`config.mk`:
```
export PLATFORM = sky130hd
export DESIGN_NAME = csr_arbiter
export DESIGN_NICKNAME = d
export VERILOG_FILES = /design/src/rtl/csr_arbiter.sv
export SDC_FILE = /design/constraint.sdc
export NUM_CORES = 1
export LEC_CHECK = 0
export ABC_AREA = 1
export BUFFER_PORTS_ARGS = -buffer_cell sky130_fd_sc_hd__buf_2
export CORE_ASPECT_RATIO = 1.25
export CORE_MARGIN = 5
export CORE_UTILIZATION = 50
export CTS_BUF_LIST = sky130_fd_sc_hd__clkbuf_2
export DETAILED_ROUTE_END_ITERATION = 10
export GPL_ROUTABILITY_DRIVEN = 1
export PLACE_DENSITY_LB_ADDON = 0.1
export SYNTH_ARGS = -nofsm -noshare
export SYNTH_HDL_FRONTEND = slang
export SYNTH_SLANG_ARGS = --single-unit
```
`constraint.sdc`:
```
create_clock -name aclk -period 9 [get_ports aclk]
set_clock_uncertainty 0.15 [all_clocks]
set_input_delay 0 -clock aclk [delete_from_list [all_inputs] [get_ports aclk]]
set_output_delay 0 -clock aclk [all_outputs]
set_load 0.02 [all_outputs]
```
`src/rtl/csr_arbiter.sv`:
```
`default_nettype none
// ============================================================================
// Module   : csr_arbiter
// Brief    : Two-requester round-robin arbiter onto a single CSR port.
//            Writes take 3 cycles (arbitrate, strobe, ack); reads take 4
//            (arbitrate, strobe, capture, ack).
// Revision : 1.0 - initial release
// ============================================================================
module csr_arbiter #(
  parameter int ADD_WIDTH  = 8,
  parameter int DATA_WIDTH = 32
) (
  input  logic                  aclk,
  input  logic                  areset,
  // requester 0
  input  logic                  m0_req,
  input  logic                  m0_wr,
  input  logic [ADD_WIDTH-1:0]  m0_addr,
  input  logic [DATA_WIDTH-1:0] m0_wdata,
  output logic                  m0_ack,
  output logic [DATA_WIDTH-1:0] m0_rdata,
  // requester 1
  input  logic                  m1_req,
  input  logic                  m1_wr,
  input  logic [ADD_WIDTH-1:0]  m1_addr,
  input  logic [DATA_WIDTH-1:0] m1_wdata,
  output logic                  m1_ack,
  output logic [DATA_WIDTH-1:0] m1_rdata,
  // shared CSR port
  output logic [ADD_WIDTH-1:0]  csr_addr,
  output logic                  csr_wr,
  output logic [DATA_WIDTH-1:0] csr_wr_data,
  output logic                  csr_rd,
  input  logic [DATA_WIDTH-1:0] csr_rd_data
);

  typedef enum logic [1:0] {
    IDLE   = 2'd0,
    ISSUE  = 2'd1,
    RDWAIT = 2'd2,
    ACK    = 2'd3
  } state_t;

  state_t                state_q, state_d;
  logic                  last_q,  last_d;   // last granted requester (1 = m1)
  logic                  win_q,   win_d;    // requester owning the transaction
  logic                  wr_q,    wr_d;
  logic [ADD_WIDTH-1:0]  addr_q,  addr_d;
  logic [DATA_WIDTH-1:0] wdata_q, wdata_d;
  logic [DATA_WIDTH-1:0] rdata0_q, rdata0_d;
  logic [DATA_WIDTH-1:0] rdata1_q, rdata1_d;

  // Next-state, arbitration, request latching and read-data capture
  always_comb begin
    state_d  = state_q;
    last_d   = last_q;
    win_d    = win_q;
    wr_d     = wr_q;
    addr_d   = addr_q;
    wdata_d  = wdata_q;
    rdata0_d = rdata0_q;
    rdata1_d = rdata1_q;
    case (state_q)
      IDLE: begin
        if (m0_req || m1_req) begin
          // On a tie the requester that was not served last wins.
          win_d   = (m0_req && m1_req) ? ~last_q : m1_req;
          last_d  = win_d;
          wr_d    = win_d ? m1_wr    : m0_wr;
          addr_d  = win_d ? m1_addr  : m0_addr;
          wdata_d = win_d ? m1_wdata : m0_wdata;
          state_d = ISSUE;
        end
      end
      ISSUE:  state_d = wr_q ? ACK : RDWAIT;
      RDWAIT: begin
        // Read data is valid the cycle after the strobe.
        if (win_q) rdata1_d = csr_rd_data;
        else       rdata0_d = csr_rd_data;
        state_d = ACK;
      end
      ACK:     state_d = IDLE;
      default: state_d = IDLE;
    endcase
  end

  // State and datapath registers; reset drops any in-flight transaction
  always_ff @(posedge aclk or posedge areset) begin
    if (areset) begin
      state_q  <= IDLE;
      last_q   <= 1'b1;
      win_q    <= 1'b0;
      wr_q     <= 1'b0;
      addr_q   <= '0;
      wdata_q  <= '0;
      rdata0_q <= '0;
      rdata1_q <= '0;
    end else begin
      state_q  <= state_d;
      last_q   <= last_d;
      win_q    <= win_d;
      wr_q     <= wr_d;
      addr_q   <= addr_d;
      wdata_q  <= wdata_d;
      rdata0_q <= rdata0_d;
      rdata1_q <= rdata1_d;
    end
  end

  // Strobes and acks decode from the state register so reset clears them at once
  always_comb begin
    csr_wr      = (state_q == ISSUE) &&  wr_q;
    csr_rd      = (state_q == ISSUE) && !wr_q;
    m0_ack      = (state_q == ACK)   && !win_q;
    m1_ack      = (state_q == ACK)   &&  win_q;
    csr_addr    = addr_q;
    csr_wr_data = wdata_q;
    m0_rdata    = rdata0_q;
    m1_rdata    = rdata1_q;
  end

endmodule
`default_nettype wire

```
==> results of run 1 <==
cells by family (layout without fill, tap and decap cells):
group | count (synthesis) | after routing
adders and majority gates | 5 | 5
and+or+nand+nor | 288 | 288
DFF | 109 | 109
AOI/OAI and AO/OA | 67 | 67
buffers and inverters | 157 | 485
through the flow:
step	hold slack, ns	total power (uW)
after floorplan	0.009115	1599
after global placement	-0.1423	1945
after detailed placement	-0.1349	1977
after CTS	0.002517	2298
after global routing	0.004534	2481
final	0.03923	2306
registers in the layout, indices dropped and copies added (netlist names):
name and count:
wr_q 1, m0_rdata 32, m1_rdata 32, last_q 1, state_q 2, csr_wr_data 32, csr_addr 8, win_q 1
power by group:
group | switching, uW | internal (uW) | total (uW)
clock | 164 | 64.6 | 228
sequential | 140 | 736 | 876
combinational | 776 | 425 | 1200
worst max-delay path, delay by kind of cell (launching register included):
family,cells,cell delay [ns]
AND/OR/NAND/NOR,5,1.58
flip-flops,1,0.60
buffers and inverters,1,0.56
placed cells by master, fill, tap and decap left out, types with 3 or more instances in the layout:
master         count
buf_2            225
nand2_1          196
inv_1            122
dlygate4sd3_1    119
dfrtp_1          108
nand3_1           83
o21ai_0           67
clkbuf_2           9
ha_1               5
nand2_2            4
nor2_1             3
how the worst min path moves through the flow:
| stage | slack, ns | startpoint | depth (start not counted) | to |
|---|---|---|---|---|
| 2_1_floorplan | 0.009 | csr_rd_data[30] | 2 | m0_rdata[30]$_DFFE_PP0P_ |
| 3_3_place_gp | -0.14 | areset | 2 | m1_rdata[30]$_DFFE_PP0P_ |
| 3_5_place_dp | -0.13 | areset | 2 | m0_rdata[22]$_DFFE_PP0P_ |
| 4_1_cts | 0.003 | csr_rd_data[2] | 4 | m0_rdata[2]$_DFFE_PP0P_ |
| 5_1_grt | 0.005 | csr_rd_data[6] | 4 | m0_rdata[6]$_DFFE_PP0P_ |
| 6_report | 0.04 | csr_rd_data[6] | 4 | m0_rdata[6]$_DFFE_PP0P_ |
what timing repair did:
action | CTS | global route
hold buffers | 119 | 0
buffers inserted | 0 | 0
endpoints found under the hold margin | 217 | 0
Yosys cell counts (all sizes together):
| master | n |
|---|---|
| nand3 | 83 |
| buf | 21 |
| ha | 5 |
| dfrtp | 108 |
| nand2 | 200 |
| nor2 | 5 |
| o21ai | 67 |
| dfstp | 1 |
| inv | 124 |
| clkbuf | 12 |
routing by layer:
metal	track usage (%)	share of wire (%)	vias up
li1	-	-	2535
met1	29.47	38	2448
met2	44.12	51	249
met3	5.441	8.2	45
met4	10.50	3.3	0
met5	0	0	-
area by class of cell:
class / instances / area [um2] / share of cell area, %
Sequential cell: 109 / 2729 / 36.80
Timing Repair Buffer: 345 / 2325 / 31.35
Multi-Input combinational cell: 360 / 1617 / 21.80
Inverter: 124 / 470.5 / 6.345
Tap cell: 126 / 157.7 / 2.126
Clock inverter: 7 / 71.32 / 0.9619
Clock buffer: 9 / 45.04 / 0.6075
==> summary.md, run 1 <==
| Metric | Value |
|---|---|
| Highest Clock Rate | `roughly 330 MHz` |
| CTS tree | `done` |
| Final period demand of the worst path | `2.986 ns` |
| Status | `finished, final reports clean` |
| FF-to-FF path depth | `6` |
| Share of the synthesized area in the top cell type | `54.18%` |
| Worst Setup EP | `csr_wr_data[13]$_DFFE_PP0P_` |
| Setup slack, reg-to-reg | `about 6.0 ns` |
| Critical Path AT | `~3.3 ns` |
| WL/cell | `14.18 um` |
| R2R Path End | `csr_wr_data[13]$_DFFE_PP0P_` |
| Root Buffer | `clkbuf_2` |
| Synth Area in XOR/XNOR | `0%` |
| Synth-to-Final Area Change | `48.63%` |
| Max_slew headroom | `31.33%` |
| Final hold vios | `0` |
| Flops & latches, synth | `between 100 and 150` |
| Die ar. | `12090 um2` |
| Synthesis warning total | `0` |
| GPL Wtd Cong | `0.8160` |
| Post-CTS resize count | `0` |
| Fillers | `about 710` |
| Total Routing Usage GR | `25.06%` |
| Antenna violations before repair | `0` |
| Drt first pass iters | `6` |
| PwrDens | `slightly above 300 nW/um2` |
| Antenna Nets Post-Route | `0` |
| Vias | `approximately 5.3k` |
| Slew at the pin closest to its max-slew limit | `roughly 1.0 ns` |
| Clk buf depth | `2` |
| Worst path cell trace | `nand2_2 > nand2_2 > nand2_1 > nand3_1 > dlygate4sd3_1 > nand2_1` |
| Synth unique cells | `16` |
| Adder-Cell Fraction of Synth Area | `under 10%` |
| Post-synthesis mux area share | `0%` |
| Core area | `9709 um2` |
| Clock Latency Late Sink | `0.57 ns` |
| RSZ-0062 raised after global routing | `no` |
| Synth area leader | `dfrtp_1` |
| H-tree levels | `3` |
| Simple-gate share of the synthesized area | `24.38%` |
| Max_cap viols | `0` |
| Starting Density | `51.38%` |
| Critical-path top delay cell | `nand2_2` |
| Final nets | `1072` |
| Clk sinks | `109` |
| First DRT Iteration DRCs | `308` |
| FF-to-FF Start | `last_q$_DFFE_PP1P_` |
| Final clock period utilization by the worst path | `between 30% and 40%` |
| Leakage Power | `0.004276 uW` |
| Final setup TNS | `0 ns` |
| CTS buffer count | `9` |
| Worst Setup End Kind | `register` |
| DRC | `0` |
| GRT overflow | `0` |
| Proportion of layout cells with a drive suffix above 1 | `26.21%` |
| Pre-CTS setup slack | `6.635 ns` |
| Clock slew at reported path FFs | `around 0.30 ns` |
| Final setup vio count | `0` |
| Main combinational cell family by area after synthesis | `simple AND/OR/NAND/NOR gates` |
| Synthesized cell area | `4989 um2` |
| Port bufs | `225` |
| # IOs | `about 230` |
| Setup crit start kind | `register` |
| Rows | `40` |
| Final core occ | `76.37%` |
| CP max FO | `43` |
| Vias per cell | `4.886` |
| Worst Setup SP | `last_q$_DFFE_PP1P_` |
| Mean post-synth cell area | `~8.0 um2` |
| Slew Viols, Final | `0` |
| Vias in the first global route | `roughly 5.3k` |
| Synthesized Nets | `749` |
| Placed cells | `about 950` |
| Final HPWL DP | `9247 um` |
| Fin area | `7415 um2` |
| Crit path required time | `9.34 ns` |
| Maximum VDD drop | `0.0001628 V` |
| Maximum number of pins on one net before global-route repair | `80` |
| Mapped Cells | `626` |
| Routed WL | `15320 um` |
| CP Class | `register to register` |
| Die Height | `around 120 um` |
| Global-route wire length before repair | `~25000 um` |
| Top post-synthesis cells by area | `dfrtp_1 (54%), nand2_1 (15%), inv_1 (9.3%)` |
| Final worst slack | `~6.0 ns` |
| Non-filler cells, final | `1080` |
| Post-synthesis sequential area ratio | `54.70%` |
| Number of antenna diodes | `0` |
| CP peak stage delay | `0.83 ns` |
| Synth Area in Compound Gates | `6.722%` |
| Horiz. Die Dim | `approximately 100 um` |
| Worst Hold Class | `primary input to register` |
| DP Area | `just over 6000 um2` |
No activity file was read; power rests on OpenSTA's default activity.
==> run 2: changes to the inputs <==
- ABC_AREA: 1 -> 0
- CORE_UTILIZATION: 50 -> 47
- clock period: 9 -> 2.98 ns (I/O delays scaled with it)
==> summary.md, run 2 <==
| Metric | Value |
|---|---|
| Root Buffer | `clkbuf_2` |
| Post-synthesis mux area share | `around 16%` |
| Top cells by count, synth | `dfrtp_1 (108), a21oi_1 (83), mux2_2 (63)` |
| Mapped Cells | `just under 400` |
| Synth area leader | `dfrtp_1` |
| Synthesized cell area | `4479 um2` |
| Starting Density | `48.57%` |
| Synth Flop Type | `dfrtp_1` |
| Port bufs | `225` |
| Post-synth EDFFs | `0` |
| Clk sinks | `109` |
| Die Height | `119.1 um` |
| Status | `did not finish` |
| Tool Error | `[ERROR RSZ-0060] Max buffer count reached.` |
| Adder-Cell Fraction of Synth Area | `1.397%` |
| Synth unique cells | `22` |
| Post-CTS resize count | `0` |
| Simple-gate share of the synthesized area | `between 7 and 8%` |
| Synth Area in Compound Gates | `roughly a tenth` |
| Share of the synthesized area in the top cell type | `60.34%` |
| Horiz. Die Dim | `97.32 um` |
| Placed cells | `just over 700` |
| Failed at | `4_1_cts` |
| Setup Buffers After CTS | `0` |
| Top post-synthesis cells by area | `dfrtp_1 (60%), mux2_2 (16%), a21oi_1 (9.3%)` |
| CTS buffer count | `9` |
| Final HPWL DP | `8916 um` |
| H-tree levels | `3` |
| Rows | `39` |
| Count leader, synth | `dfrtp_1` |
| GPL Wtd Cong | `0.8221` |
| Synthesis warning total | `0` |
| Flops & latches, synth | `around 110` |
| Main combinational cell family by area after synthesis | `multiplexers` |
| Post-synthesis sequential area ratio | `60.92%` |
| Mean post-synth cell area | `11.57 um2` |
| Pre-CTS setup slack | `0.9370 ns` |
| # IOs | `226` |
| Hold buffers post-CTS | `148` |
| Synthesized Nets | `510` |
| Clk buf depth | `2` |
| FFs w/ async S/R, synth | `100.0%` |
| Synth Area in XOR/XNOR | `0%` |
-- run 2: kinds of logic after synthesis --
logic type / count (synthesis)
buf+inv: 27
compound gates: 91
mux: 65
flops: 109
simple gates: 90
fa+ha+maj: 5
-- run 2: stage by stage --
step                hold WS (ns)  util, %  cell area, um2
floorplan               -0.02110        -            4483
global placement         0.04002    62.14            5731
detailed placement       0.04456    62.14            5731
==> run 3: changes to the inputs <==
- CORE_ASPECT_RATIO: 1.25 -> default
- CORE_UTILIZATION: 47 -> 35
- CTS_BUF_LIST: sky130_fd_sc_hd__clkbuf_2 -> default
- PLACE_DENSITY_LB_ADDON: 0.1 -> 0.15
==> summary.md, run 3 <==
| Metric | Value |
|---|---|
| CP peak stage delay | `0.57 ns` |
| CP Class | `register to register` |
| Hold buffers post-CTS | `117` |
| CTS buffer count | `9` |
| Port bufs | `225` |
| Final period demand of the worst path | `2.596 ns` |
| Clk sinks | `109` |
| Non-filler cells, final | `897` |
| Synthesis warning total | `0` |
| CP max FO | `29` |
| Top post-synthesis cells by area | `dfrtp_1 (60%), mux2_2 (16%), a21oi_1 (9.3%)` |
| Rows | `41` |
| Mean post-synth cell area | `11.57 um2` |
| Synth-to-Final Area Change | `62.29%` |
| Root Buffer | `clkbuf_16` |
| Critical Path AT | `2.72 ns` |
| Proportion of layout cells with a drive suffix above 1 | `between 40% and 50%` |
| Slew at the pin closest to its max-slew limit | `1.083 ns` |
| Mapped Cells | `387` |
| FFs w/ async S/R, synth | `100.0%` |
| Share of the synthesized area in the top cell type | `60.34%` |
| GRT overflow | `0` |
| Setup crit start kind | `register` |
| Synthesized Nets | `510` |
| Setup Buffers After CTS | `0` |
| Worst Setup End Kind | `register` |
| Synth Flop Type | `dfrtp_1` |
| Synthesized cell area | `4479 um2` |
| Drt first pass iters | `5` |
| PwrDens | `approximately 1100 nW/um2` |
| Vias in the first global route | `4468` |
| Global-route wire length before repair | `21440 um` |
| Placed cells | `roughly 770` |
| Crit path required time | `3.10 ns` |
| Max_cap viols | `0` |
| GPL Wtd Cong | `0.7447` |
| Post-CTS resize count | `0` |
| Clock slew at reported path FFs | `~0.070 ns` |
| Antenna violations before repair | `0` |
| Maximum VDD drop | `between 0.0006 and 0.0007 V` |
| Vias | `about 4.3k` |
| Die Height | `123.1 um` |
| Status | `finished, final reports clean` |
| # IOs | `226` |
| Die ar. | `15160 um2` |
| Leakage Power | `between 0.003 and 0.004 uW` |
| Design Power | `8010 uW` |
| Total Routing Usage GR | `17.79%` |
| Leading cell type in the layout, fill and taps excluded | `buf_2` |
| Flops & latches, synth | `109` |
| Max_slew headroom | `between 20% and 30%` |
| Worst path top cell family by delay | `buffers and inverters` |
| Count leader, synth | `dfrtp_1` |
| Post-synthesis sequential area ratio | `60.92%` |
| Highest Clock Rate | `385.2 MHz` |
| FF-to-FF Start | `state_q[0]$_DFFE_PP0P_` |
| Worst path cell trace | `inv_1 > ha_1 > o21a_1 > buf_12 > nor2_1 > a21oi_1 > dlygate4sd3_1` |
| Final setup TNS | `0 ns` |
| CTS tree | `done` |
| Routed WL | `13450 um` |
| Commonest non-fill, non-tap cells in the layout | `buf_2 (225), dlygate4sd3_1 (117), dfrtp_1 (108), a21oi_1 (83), mux2_2 (63)` |
| Vias per cell | `4.739` |
| Critical-path top delay cell | `dlygate4sd3_1` |
| Synth unique cells | `22` |
| Clock Latency Late Sink | `0.33 ns` |
| Synth area leader | `dfrtp_1` |
| Final clock period utilization by the worst path | `87.12%` |
| Starting Density | `roughly 36%` |
| Critical path depth | `7` |
| Bufs and invs on worst path | `3` |
| Final hold vios | `0` |
| R2R Path End | `csr_addr[1]$_DFFE_PP0P_` |
| Setup slack, reg-to-reg | `0.38 ns` |
| DRC | `0` |
| Final nets | `845` |
| Horiz. Die Dim | `123.1 um` |
| Clk buf depth | `2` |
| Slew Viols, Final | `0` |
| Number of antenna diodes | `0` |
| Worst Setup EP | `csr_addr[1]$_DFFE_PP0P_` |
| First DRT Iteration DRCs | `242` |
| RSZ-0062 raised after global routing | `no` |
| FF-to-FF path depth | `7` |
| Final core occ | `between 50% and 60%` |
| Antenna Nets Post-Route | `0` |
| H-tree levels | `3` |
| Final HPWL DP | `8770 um` |
| Core area | `12570 um2` |
| Final setup vio count | `0` |
| Worst Setup SP | `state_q[0]$_DFFE_PP0P_` |
| Post-synth EDFFs | `0` |
| Maximum number of pins on one net before global-route repair | `73` |
| Min Hold Slack | `0.04502 ns` |
| WL/cell | `15.00 um` |
| Top cells by count, synth | `dfrtp_1 (108), a21oi_1 (83), mux2_2 (63)` |
| Worst Hold Class | `primary input to register` |
## run 3: cell counts after synthesis
No cell type changed its count.
## run 3: worst min path at each step
stage / startpoint / to / slack, ns / cells past startpoint
final: m1_req / state_q[1]$_DFFE_PP0P_ / 0.05 / 3
after global routing: m1_req / state_q[1]$_DFFE_PP0P_ / 0.07 / 3
after CTS: m1_req / state_q[1]$_DFFE_PP0P_ / 0.03 / 3
after detailed placement: areset / csr_wr_data[6]$_DFFE_PP0P_ / 0.07 / 2
after global placement: areset / csr_wr_data[6]$_DFFE_PP0P_ / 0.07 / 2
after floorplan: m0_wr / wr_q$_DFFE_PP0P_ / -0.02 / 2
## run 3: where the power goes
part           total (uW)  switching [uW]  internal [uW]  leakage (uW)
combinational        4170            2230           1950       0.00207
clock                1170             509            664      0.000136
sequential           2660             406           2260       0.00125
total                8010            3140           4870       0.00345
## run 3: layer usage
layer,track usage (%),vias to the layer above,wire (um)
li1,-,1982,-
met1,21.35,2048,5427
met2,30.89,197,6572
met3,4.529,24,1204
met4,6.367,0,248
met5,0,-,0
## run 3: cell type report
class | instances | area, um2
multi-input combinational | 251 | 1654
sequential | 109 | 2729
clock inverter | 4 | 50.05
timing repair buffer | 348 | 2367
clock buffer | 10 | 239.0
fill | 1083 | 5299
inverter | 3 | 15.01
tap | 172 | 215.2
## run 3: cells by family after synthesis
| kind of cell | after synthesis | share of synthesized area [%] |
|---|---|---|
| buffers and inverters | 27 | 2.737 |
| adder cells (fa/ha/maj) | 5 | 1.397 |
| AND/OR/NAND/NOR | 90 | 7.905 |
| multiplexers | 65 | 16.34 |
| AO/OA/AOI/OAI | 91 | 10.70 |
| flip-flops | 109 | 60.92 |
## run 3: metrics by stage
stage / area [um2] / setup WS (ns)
5_1_grt: 7269 / 0.2154
2_1_floorplan: 4483 / 1.204
6_report: 7269 / 0.3838
4_1_cts: 7269 / 0.4134
3_3_place_gp: 5809 / 1.045
3_5_place_dp: 5809 / 0.9560
## run 3: tightest hold or removal path: stages
cell and delay (ns):
buf_2 0.17, nor3b_1 0.11, mux2_2 0.23
==> run 4: changes to the inputs <==
- CORE_UTILIZATION: 35 -> 30
==> summary.md, run 4 (synthesis gave the netlist of run 3 again) <==
| Metric | Value |
|---|---|
| Antenna Nets Post-Route | `0` |
| GPL Wtd Cong | `0.7556` |
| Final HPWL DP | `a little under 9000 um` |
| Antenna violations before repair | `1` |
| Metal2 WL | `6788 um` |
| CP max FO | `41` |
| Maximum number of pins on one net before global-route repair | `110` |
| Final hold vios | `0` |
| Worst path cell trace | `inv_1 > ha_1 > o21a_1 > buf_4 > nor2_1 > a21oi_1 > dlygate4sd3_1` |
| Worst Setup End Kind | `register` |
| Final setup TNS | `0 ns` |
| Routed WL | `14140 um` |
| Clock Latency Late Sink | `approximately 0.35 ns` |
| Drt first pass iters | `4` |
| Leading cell type in the layout, fill and taps excluded | `buf_2` |
| Clk sinks | `109` |
| Final period demand of the worst path | `between 2 and 3 ns` |
| M1 WL | `between 5000 and 6000 um` |
| CTS tree | `done` |
| CP Class | `register to register` |
| Critical-path top delay cell | `dlygate4sd3_1` |
| Starting Density | `30.70%` |
| RSZ-0062 raised after global routing | `no` |
| CTS buffer count | `9` |
| Final nets | `between 800 and 900` |
| Slew Viols, Final | `0` |
| Metal3 WL | `approximately 1200 um` |
| CP peak stage delay | `roughly 0.57 ns` |
| Die Height | `between 100 and 150 um` |
| # IOs | `226` |
| First DRT Iteration DRCs | `approximately 250` |
| Global-route wire length before repair | `23460 um` |
| Leakage Power | `0.003466 uW` |
| Clock slew at reported path FFs | `roughly 0.070 ns` |
| Commonest non-fill, non-tap cells in the layout | `buf_2 (225), dlygate4sd3_1 (117), dfrtp_1 (108), a21oi_1 (83), mux2_2 (63)` |
| Maximum VDD drop | `0.0004572 V` |
| Proportion of layout cells with a drive suffix above 1 | `between 40 and 50%` |
| Hold buffers post-CTS | `117` |
| Vias per cell | `4.607` |
| Status | `finished, final reports clean` |
| Highest Clock Rate | `397.7 MHz` |
| Die ar. | `~17000 um2` |
| Root Buffer | `clkbuf_16` |
| DRC | `0` |
| Max_slew headroom | `22.56%` |
| Vias in the first global route | `about 4.7k` |
| Final core occ | `roughly 50%` |
| Max_cap viols | `0` |
| H-tree levels | `3` |
| Port bufs | `approximately 230` |
| Core area | `14590 um2` |
| PwrDens | `around 1100 nW/um2` |
| Top sig layer | `met4` |
| Critical Path AT | `2.65 ns` |
| Rows | `44` |
| Horiz. Die Dim | `132.2 um` |
| Setup Buffers After CTS | `0` |
| Worst Hold Class | `primary input to register` |
| Total Routing Usage GR | `16.29%` |
| Setup crit start kind | `register` |
| Slew at the pin closest to its max-slew limit | `around 1.2 ns` |
| WL/cell | `15.52 um` |
| Vias | `4197` |
| Final clock period utilization by the worst path | `a little over four fifths` |
| Synth-to-Final Area Change | `62.99%` |
| Crit path required time | `3.12 ns` |
| Post-CTS resize count | `0` |
| GRT overflow | `0` |
| Final setup vio count | `0` |
| Clk buf depth | `2` |
==> run 4: changes by cell type in the layout (fill, tap and decap cells not counted), sizes merged <==
cell and delta:
bufinv +1, clkbuf +1, clkinvlp -1, diode +1
==> run 4: report_power, final <==
| group | switching [uW] | internal (uW) | total [uW] |
|---|---|---|---|
| Combinational | 2240 | 1930 | 4170 |
| Clock | 538 | 755 | 1290 |
| Sequential | 398 | 2260 | 2650 |
==> run 4: critical path, delay by kind of cell, from the launching register on <==
kind                       cells  cell delay (ns)
and+or+nand+nor                1             0.11
AOI/OAI and AO/OA              2             0.33
DFF                            1             0.42
buffers and inverters          3             1.11
adders and majority gates      1             0.33
==> run 4: per-layer routing <==
metal,GRT usage [%],vias to the layer above
met1,19.38,1993
met3,5.038,24
met5,0,-
li1,-,1992
met4,6.618,0
met2,27.40,188
==> run 4: metrics by stage <==
stage	area [um2]	hold WS (ns)	std cells	setup WS [ns]	total power [uW]
2_1_floorplan	4483	-0.02110	387	1.204	4984
3_3_place_gp	5812	0.07382	778	1.085	6180
3_5_place_dp	5812	0.07990	778	1.043	6250
4_1_cts	7298	0.003724	910	0.5193	8183
5_1_grt	7301	0.04605	911	0.3123	8689
6_report	7301	0.02378	911	0.4655	8120
==> run 4: final timing paths <==
path	startpoint	endpoint	slack (ns)	cells past startpoint
hold reg to reg	m0_rdata[25]$_DFFE_PP0P_	m0_rdata[25]$_DFFE_PP0P_	0.34	1
hold / removal	m1_req	state_q[1]$_DFFE_PP0P_	0.02	3
min in group asynchronous	areset	m1_rdata[25]$_DFFE_PP0P_	0.16	4
setup / recovery	state_q[0]$_DFFE_PP0P_	csr_wr_data[22]$_DFFE_PP0P_	0.47	7
max in group asynchronous	areset	m1_rdata[21]$_DFFE_PP0P_	1.95	4
setup reg to reg	state_q[0]$_DFFE_PP0P_	csr_wr_data[22]$_DFFE_PP0P_	0.47	7
==> run 4: final cells by class <==
cell class / count / area [um2]
fill: 1306 / 7288
sequential: 109 / 2729
timing repair buffer: 348 / 2355
multi-input combinational: 251 / 1654
clock buffer: 11 / 242.7
tap: 184 / 230.2
clock inverter: 4 / 72.57
inverter: 3 / 15.01
antenna: 1 / 2.502
